`config.mk`:
```
export PLATFORM = sky130hd
export DESIGN_NAME = mem_access_unit_flat
export DESIGN_NICKNAME = d
export VERILOG_FILES = /design/src/rtl/mem_access_unit_if.sv /design/src/rtl/mem_access_unit.sv /design/src/flat_wrapper.sv
export SDC_FILE = /design/constraint.sdc
export NUM_CORES = 1
export LEC_CHECK = 0
export CAP_MARGIN = 20
export CORE_MARGIN = 2
export CORE_UTILIZATION = 45
export CTS_BUF_LIST = sky130_fd_sc_hd__clkbuf_4 sky130_fd_sc_hd__clkbuf_8 sky130_fd_sc_hd__clkbuf_16
export DETAILED_ROUTE_END_ITERATION = 8
export PLACE_DENSITY = 0.94
export SLEW_MARGIN = 5
export SYNTH_ARGS = -nofsm -noshare
export SYNTH_HDL_FRONTEND = slang
export SYNTH_SLANG_ARGS = --single-unit
export TNS_END_PERCENT = 100
```
`constraint.sdc`:
```
create_clock -name clk -period 11.6 [get_ports clk]
set_input_delay 1.16 -clock clk [delete_from_list [all_inputs] [get_ports clk]]
set_output_delay 1.16 -clock clk [all_outputs]
set_load 0.02 [all_outputs]
```
`src/rtl/mem_access_unit_if.sv`:
```
`default_nettype none
// ============================================================================
// Module   : mem_access_unit_if
// Purpose  : Data-memory bus with a req/ack handshake (one access in flight).
// Revision : 1.0 - initial release
// ============================================================================
interface mem_access_unit_if;
    logic        req;
    logic        we;
    logic [31:0] addr;
    logic [31:0] wdata;
    logic        ack;
    logic [31:0] rdata;

    modport master (output req, we, addr, wdata, input  ack, rdata);
    modport slave  (input  req, we, addr, wdata, output ack, rdata);
endinterface
`default_nettype wire

```
`src/rtl/mem_access_unit.sv`:
```
`default_nettype none
// ============================================================================
// Module   : mem_access_unit
// Purpose  : MEM stage: runs loads/stores on the data bus, stalls the pipeline
//            while an access is outstanding and drives the MEM/WB register.
// Revision : 1.0 - initial release
// ============================================================================
module mem_access_unit #(
    parameter int unsigned TIMEOUT = 255
) (
    input  wire                clk,
    input  wire                reset,
    input  wire                i_reg_write,
    input  wire  [1:0]         i_mem_to_reg,
    input  wire                i_mem_read,
    input  wire                i_mem_write,
    input  wire  [5:0]         i_write_register,
    input  wire  [31:0]        i_pc_4,
    input  wire  [31:0]        i_data_2,
    input  wire  [31:0]        i_alu_result,
    mem_access_unit_if.master  bus,
    output logic               o_stall,
    output logic               o_reg_write,
    output logic [1:0]         o_mem_to_reg,
    output logic [5:0]         o_write_register,
    output logic [31:0]        o_pc_4,
    output logic [31:0]        o_alu_result,
    output logic [31:0]        o_read_data,
    output logic               o_align_fault,
    output logic               o_bus_error
);
    typedef enum logic [0:0] {
        S_IDLE   = 1'b0,
        S_ACCESS = 1'b1
    } state_t;

    localparam logic [7:0] c_timeout = 8'(TIMEOUT);

    state_t      r_state;
    state_t      w_state_nxt;
    logic [7:0]  r_count;
    logic        r_bus_req;
    logic        r_bus_we;
    logic [31:0] r_bus_addr;
    logic [31:0] r_bus_wdata;

    logic        r_reg_write;
    logic [1:0]  r_mem_to_reg;
    logic [5:0]  r_write_register;
    logic [31:0] r_pc_4;
    logic [31:0] r_alu_result;
    logic [31:0] r_read_data;
    logic        r_align_fault;
    logic        r_bus_error;

    logic w_mem_op;
    logic w_misaligned;
    logic w_start;
    logic w_ack_done;
    logic w_timeout;
    logic w_stall;

    assign w_mem_op     = i_mem_read | i_mem_write;
    assign w_misaligned = w_mem_op & (i_alu_result[1:0] != 2'b00);

    // The abort cycle is ACCESS cycle TIMEOUT+1, so the pipeline sees
    // TIMEOUT+1 stalled cycles (detect cycle plus TIMEOUT ACCESS cycles).
    always_comb begin
        w_state_nxt = r_state;
        w_start     = 1'b0;
        w_ack_done  = 1'b0;
        w_timeout   = 1'b0;
        w_stall     = 1'b0;
        case (r_state)
            S_IDLE: begin
                if (w_mem_op && !w_misaligned) begin
                    w_start     = 1'b1;
                    w_stall     = 1'b1;
                    w_state_nxt = S_ACCESS;
                end
            end
            S_ACCESS: begin
                if (bus.ack) begin
                    w_ack_done  = 1'b1;
                    w_state_nxt = S_IDLE;
                end else if (r_count == c_timeout) begin
                    w_timeout   = 1'b1;
                    w_state_nxt = S_IDLE;
                end else begin
                    w_stall     = 1'b1;
                end
            end
            default: w_state_nxt = S_IDLE;
        endcase
    end

    assign o_stall = w_stall & ~reset;

    always_ff @(posedge clk or posedge reset) begin
        if (reset) begin
            r_state     <= S_IDLE;
            r_count     <= 8'd0;
            r_bus_req   <= 1'b0;
            r_bus_we    <= 1'b0;
            r_bus_addr  <= 32'd0;
            r_bus_wdata <= 32'd0;
        end else begin
            r_state <= w_state_nxt;
            if (w_start) begin
                r_count     <= 8'd0;
                r_bus_req   <= 1'b1;
                r_bus_we    <= i_mem_write;
                r_bus_addr  <= i_alu_result;
                r_bus_wdata <= i_data_2;
            end else if (w_ack_done || w_timeout) begin
                r_bus_req <= 1'b0;
            end else if (r_state == S_ACCESS) begin
                r_count <= r_count + 8'd1;
            end
        end
    end

    // MEM/WB: a stall inserts a bubble by clearing only the side-effect flags.
    always_ff @(posedge clk or posedge reset) begin
        if (reset) begin
            r_reg_write      <= 1'b0;
            r_mem_to_reg     <= 2'd0;
            r_write_register <= 6'd0;
            r_pc_4           <= 32'd0;
            r_alu_result     <= 32'd0;
            r_read_data      <= 32'd0;
            r_align_fault    <= 1'b0;
            r_bus_error      <= 1'b0;
        end else if (w_stall) begin
            r_reg_write   <= 1'b0;
            r_align_fault <= 1'b0;
            r_bus_error   <= 1'b0;
        end else begin
            r_reg_write      <= i_reg_write & ~w_misaligned & ~w_timeout;
            r_mem_to_reg     <= i_mem_to_reg;
            r_write_register <= i_write_register;
            r_pc_4           <= i_pc_4;
            r_alu_result     <= i_alu_result;
            r_read_data      <= (w_ack_done && !r_bus_we) ? bus.rdata : 32'd0;
            r_align_fault    <= w_misaligned;
            r_bus_error      <= w_timeout;
        end
    end

    assign bus.req          = r_bus_req;
    assign bus.we           = r_bus_we;
    assign bus.addr         = r_bus_addr;
    assign bus.wdata        = r_bus_wdata;
    assign o_reg_write      = r_reg_write;
    assign o_mem_to_reg     = r_mem_to_reg;
    assign o_write_register = r_write_register;
    assign o_pc_4           = r_pc_4;
    assign o_alu_result     = r_alu_result;
    assign o_read_data      = r_read_data;
    assign o_align_fault    = r_align_fault;
    assign o_bus_error      = r_bus_error;
endmodule
`default_nettype wire

```
`src/flat_wrapper.sv`:
```
// flat-port wrapper written by rule: the top's interface ports become plain ports
module mem_access_unit_flat 
#(
    parameter int unsigned TIMEOUT = 255
)
  (clk, reset, i_reg_write, i_mem_to_reg, i_mem_read, i_mem_write, i_write_register, i_pc_4, i_data_2, i_alu_result, o_stall, o_reg_write, o_mem_to_reg, o_write_register, o_pc_4, o_alu_result, o_read_data, o_align_fault, o_bus_error, bus_req, bus_we, bus_addr, bus_wdata, bus_ack, bus_rdata);
  mem_access_unit_if bus_i ();
  input  wire clk;
  input  wire reset;
  input  wire i_reg_write;
  input  wire  [1:0] i_mem_to_reg;
  input  wire i_mem_read;
  input  wire i_mem_write;
  input  wire  [5:0] i_write_register;
  input  wire  [31:0] i_pc_4;
  input  wire  [31:0] i_data_2;
  input  wire  [31:0] i_alu_result;
  output logic o_stall;
  output logic o_reg_write;
  output logic [1:0] o_mem_to_reg;
  output logic [5:0] o_write_register;
  output logic [31:0] o_pc_4;
  output logic [31:0] o_alu_result;
  output logic [31:0] o_read_data;
  output logic o_align_fault;
  output logic o_bus_error;
  output wire logic [$bits(bus_i.req)-1:0] bus_req;
  output wire logic [$bits(bus_i.we)-1:0] bus_we;
  output wire logic [$bits(bus_i.addr)-1:0] bus_addr;
  output wire logic [$bits(bus_i.wdata)-1:0] bus_wdata;
  input wire logic [$bits(bus_i.ack)-1:0] bus_ack;
  input wire logic [$bits(bus_i.rdata)-1:0] bus_rdata;
  assign bus_req = bus_i.req;
  assign bus_we = bus_i.we;
  assign bus_addr = bus_i.addr;
  assign bus_wdata = bus_i.wdata;
  assign bus_i.ack = bus_ack;
  assign bus_i.rdata = bus_rdata;
  mem_access_unit #(.TIMEOUT(TIMEOUT)) u_core (.clk(clk), .reset(reset), .i_reg_write(i_reg_write), .i_mem_to_reg(i_mem_to_reg), .i_mem_read(i_mem_read), .i_mem_write(i_mem_write), .i_write_register(i_write_register), .i_pc_4(i_pc_4), .i_data_2(i_data_2), .i_alu_result(i_alu_result), .bus(bus_i), .o_stall(o_stall), .o_reg_write(o_reg_write), .o_mem_to_reg(o_mem_to_reg), .o_write_register(o_write_register), .o_pc_4(o_pc_4), .o_alu_result(o_alu_result), .o_read_data(o_read_data), .o_align_fault(o_align_fault), .o_bus_error(o_bus_error));
endmodule
```
==> results.cfg <==
[outcome]
status = finished clean

[critical_path]
max_stage_delay_ps = 630
path_buf_inv = 2
cp_max_fo = 6
crit_path_end_kind = primary output
crit_required_ps = 10440
crit_family = buffers and inverters
r2r_cells = 6
crit_path_start_kind = input pin
cp_cell_sequence = clkdlybuf4s50_1, nor2b_1, o21ai_4, a21oi_1, clkdlybuf4s50_1
slowest_stage = clkdlybuf4s50_1
critPathMostFrequentCell = clkdlybuf4s50_1
crit_cells = 5
cp.arrival_ps = 3070
criticalPathCategory = input pin to primary output

[layout]
drive_above_1_share = 0.130
n_fill_cell = 976
final_nets = 1016
instances_no_fill = 1074
fin_area_sq_mm = 0.0108
register_area_sq_mm = 0.00455
insertedDiodeCount = 0
fin_util = 0.720
multi_input_area_sq_mm = 0.00217
synthToLayoutAreaGrowth_pct = 58.2

[synth]
synth-async-reset-ratio = 1.00
ys_warn_count = 0
synth_flop_cell = dfrtp_1
synth-seq-cells = 182
mappedNetlistArea_sq_mm = 0.00684
syn_inst = 561
syn_avg_cell_area_sq_um = 12.2
synthDistinctLibCells = 34
synth_edf_count = 0
seq_area_frac_synth = 0.665
syn-num-nets = 704

[route]
vias_per_cell = 5.16
drtIter0Drc = 281
wirelength_mm = 20.2
drtAntennaViolNets = 0
route.detailed.drc = 0
wl_per_cell_microns = 18.8
first_pass_iters = 4
vias = 5537

[power]
power_mw = 1.87
ir_drop_mv = 0.129
powerDensity_mw_per_mm2 = 173
p_leak_nw = 4.87

[clocking]
hold_buffers = 0
cts-root-buf = clkbuf_16
cts_max_level = 4
cts_sinks = 182
post_cts_resized = 0
clk_pin_slew_ps = 70
cts_tree = yes
post_cts_buffers = 0
clk_latency_ps = 420
clk_path_buf_depth = 2
cts_made_buffers = 17

[timing]
clock.fmax_mhz = 236
tightest_slew_ps = 823
hold_viol = 0
max_slew_margin = 0.451
setup_viol = 0
post-route-period-util = 0.365
period_minus_slack_ps = 4230
clock_skew_ps = 9.48
timing.final.ws_setup_ps = 7370
whs_ps = 478
rsz0062_at_grt = no
drv_slew = 0
fin_tns_setup_ps = 0

[place]
hpwl_mm = 14.1
place_ws_ps = 7090
io_buffers = 315
gp_congestion = 0.883
dp_cells = 1041
place_area_sq_mm = 0.0102

[min_path]
hp-class = flip-flop to flip-flop
hold_depth = 2

[global_route]
grt_pass1_vias = 6057
grt_overflow_total = 0
grt_use_total = 0.255
grt_first_pass_wirelength_mm = 31.8
antenna_found_initial = 0
grt_max_degree = 119

[die]
die_x_microns = 127
core-area_sq_mm = 0.0150
die-area_sq_mm = 0.0162
core.rowCount = 45
initial_core_util = 0.455
ioPinCount = 316
die_h_microns = 127

[run]
cap_violations = 0
[worst register-to-register path, cell delays in order (launching register included)]
cell and delay [ps]:
dfrtp_1 450, nor3_1 430, o21ai_4 110, buf_4 360, nand2_4 670, buf_4 670
mux2_2 460
[cell families after synthesis]
kind of cell,Yosys count,synth area share
DFF,182,0.665
AOI/OAI and AO/OA,49,0.0594
buffers and inverters,30,0.0205
xor gates and xnor gates,1,0.00128
adders and majority gates,1,0.00183
muxes,73,0.122
and+or+nand+nor,225,0.130
[synth_stat cells (3+ instances only)]
master    instances  share of area
a22o_1           34          0.044
buf_1             3         0.0016
buf_2            10         0.0073
clkbuf_1         13         0.0071
dfrtp_1         182           0.67
mux2_2           66           0.11
mux2_4            4         0.0088
mux2i_1           3         0.0044
nand2_1         199           0.11
nand3_1           4         0.0029
nor2_1            7         0.0038
nor3_1            6         0.0044
[routing by layer]
layer / up-vias / GRT usage / part of all wire
li1: 2495 / - / -
met1: 2706 / 0.284 / 0.36
met2: 266 / 0.427 / 0.51
met3: 70 / 0.0955 / 0.077
met4: 0 / 0.131 / 0.050
met5: - / 0 / 0
[cell type report]
type,count,area share
Inverter,2,0.00116
Sequential cell,182,0.421
Timing Repair Buffer,321,0.297
Multi-Input combinational cell,349,0.200
Tap cell,188,0.0217
Clock buffer,21,0.0438
Clock inverter,11,0.0148
[cells in the final DEF, fill, tap and decap left out, types with 4 or more instances in the layout]
cell type and n:
a22o_1 34, nor2_1 6, mux2_4 4, nor3_1 6, mux2_2 66, inv_6 5, buf_4 5, clkdlybuf4s50_1 315
nand3_1 4, nand2_1 199, clkbuf_16 17, dfrtp_1 182
[final timing paths]
kind / startpoint / end / slack [ps]
min: u_core.bus.addr[5]$_DFFE_PP0P_ / u_core.bus.addr[5]$_DFFE_PP0P_ / 480
min in group asynchronous: reset / u_core.o_read_data[14]$_DFFE_PP0N_ / 1220
min reg2reg: u_core.bus.addr[5]$_DFFE_PP0P_ / u_core.bus.addr[5]$_DFFE_PP0P_ / 480
max: bus_ack / o_stall / 7370
max in group asynchronous: reset / u_core.o_write_register[1]$_DFFE_PP0N_ / 9130
max reg2reg: u_core.r_state$_DFF_PP0_ / u_core.o_alu_result[8]$_DFFE_PP0N_ / 8340
[report_power, final]
part	switching, mW	internal (mW)
clock network	0.248	0.364
logic	0.243	0.240
registers	0.0535	0.721
Power figures use the tool's default switching activity.
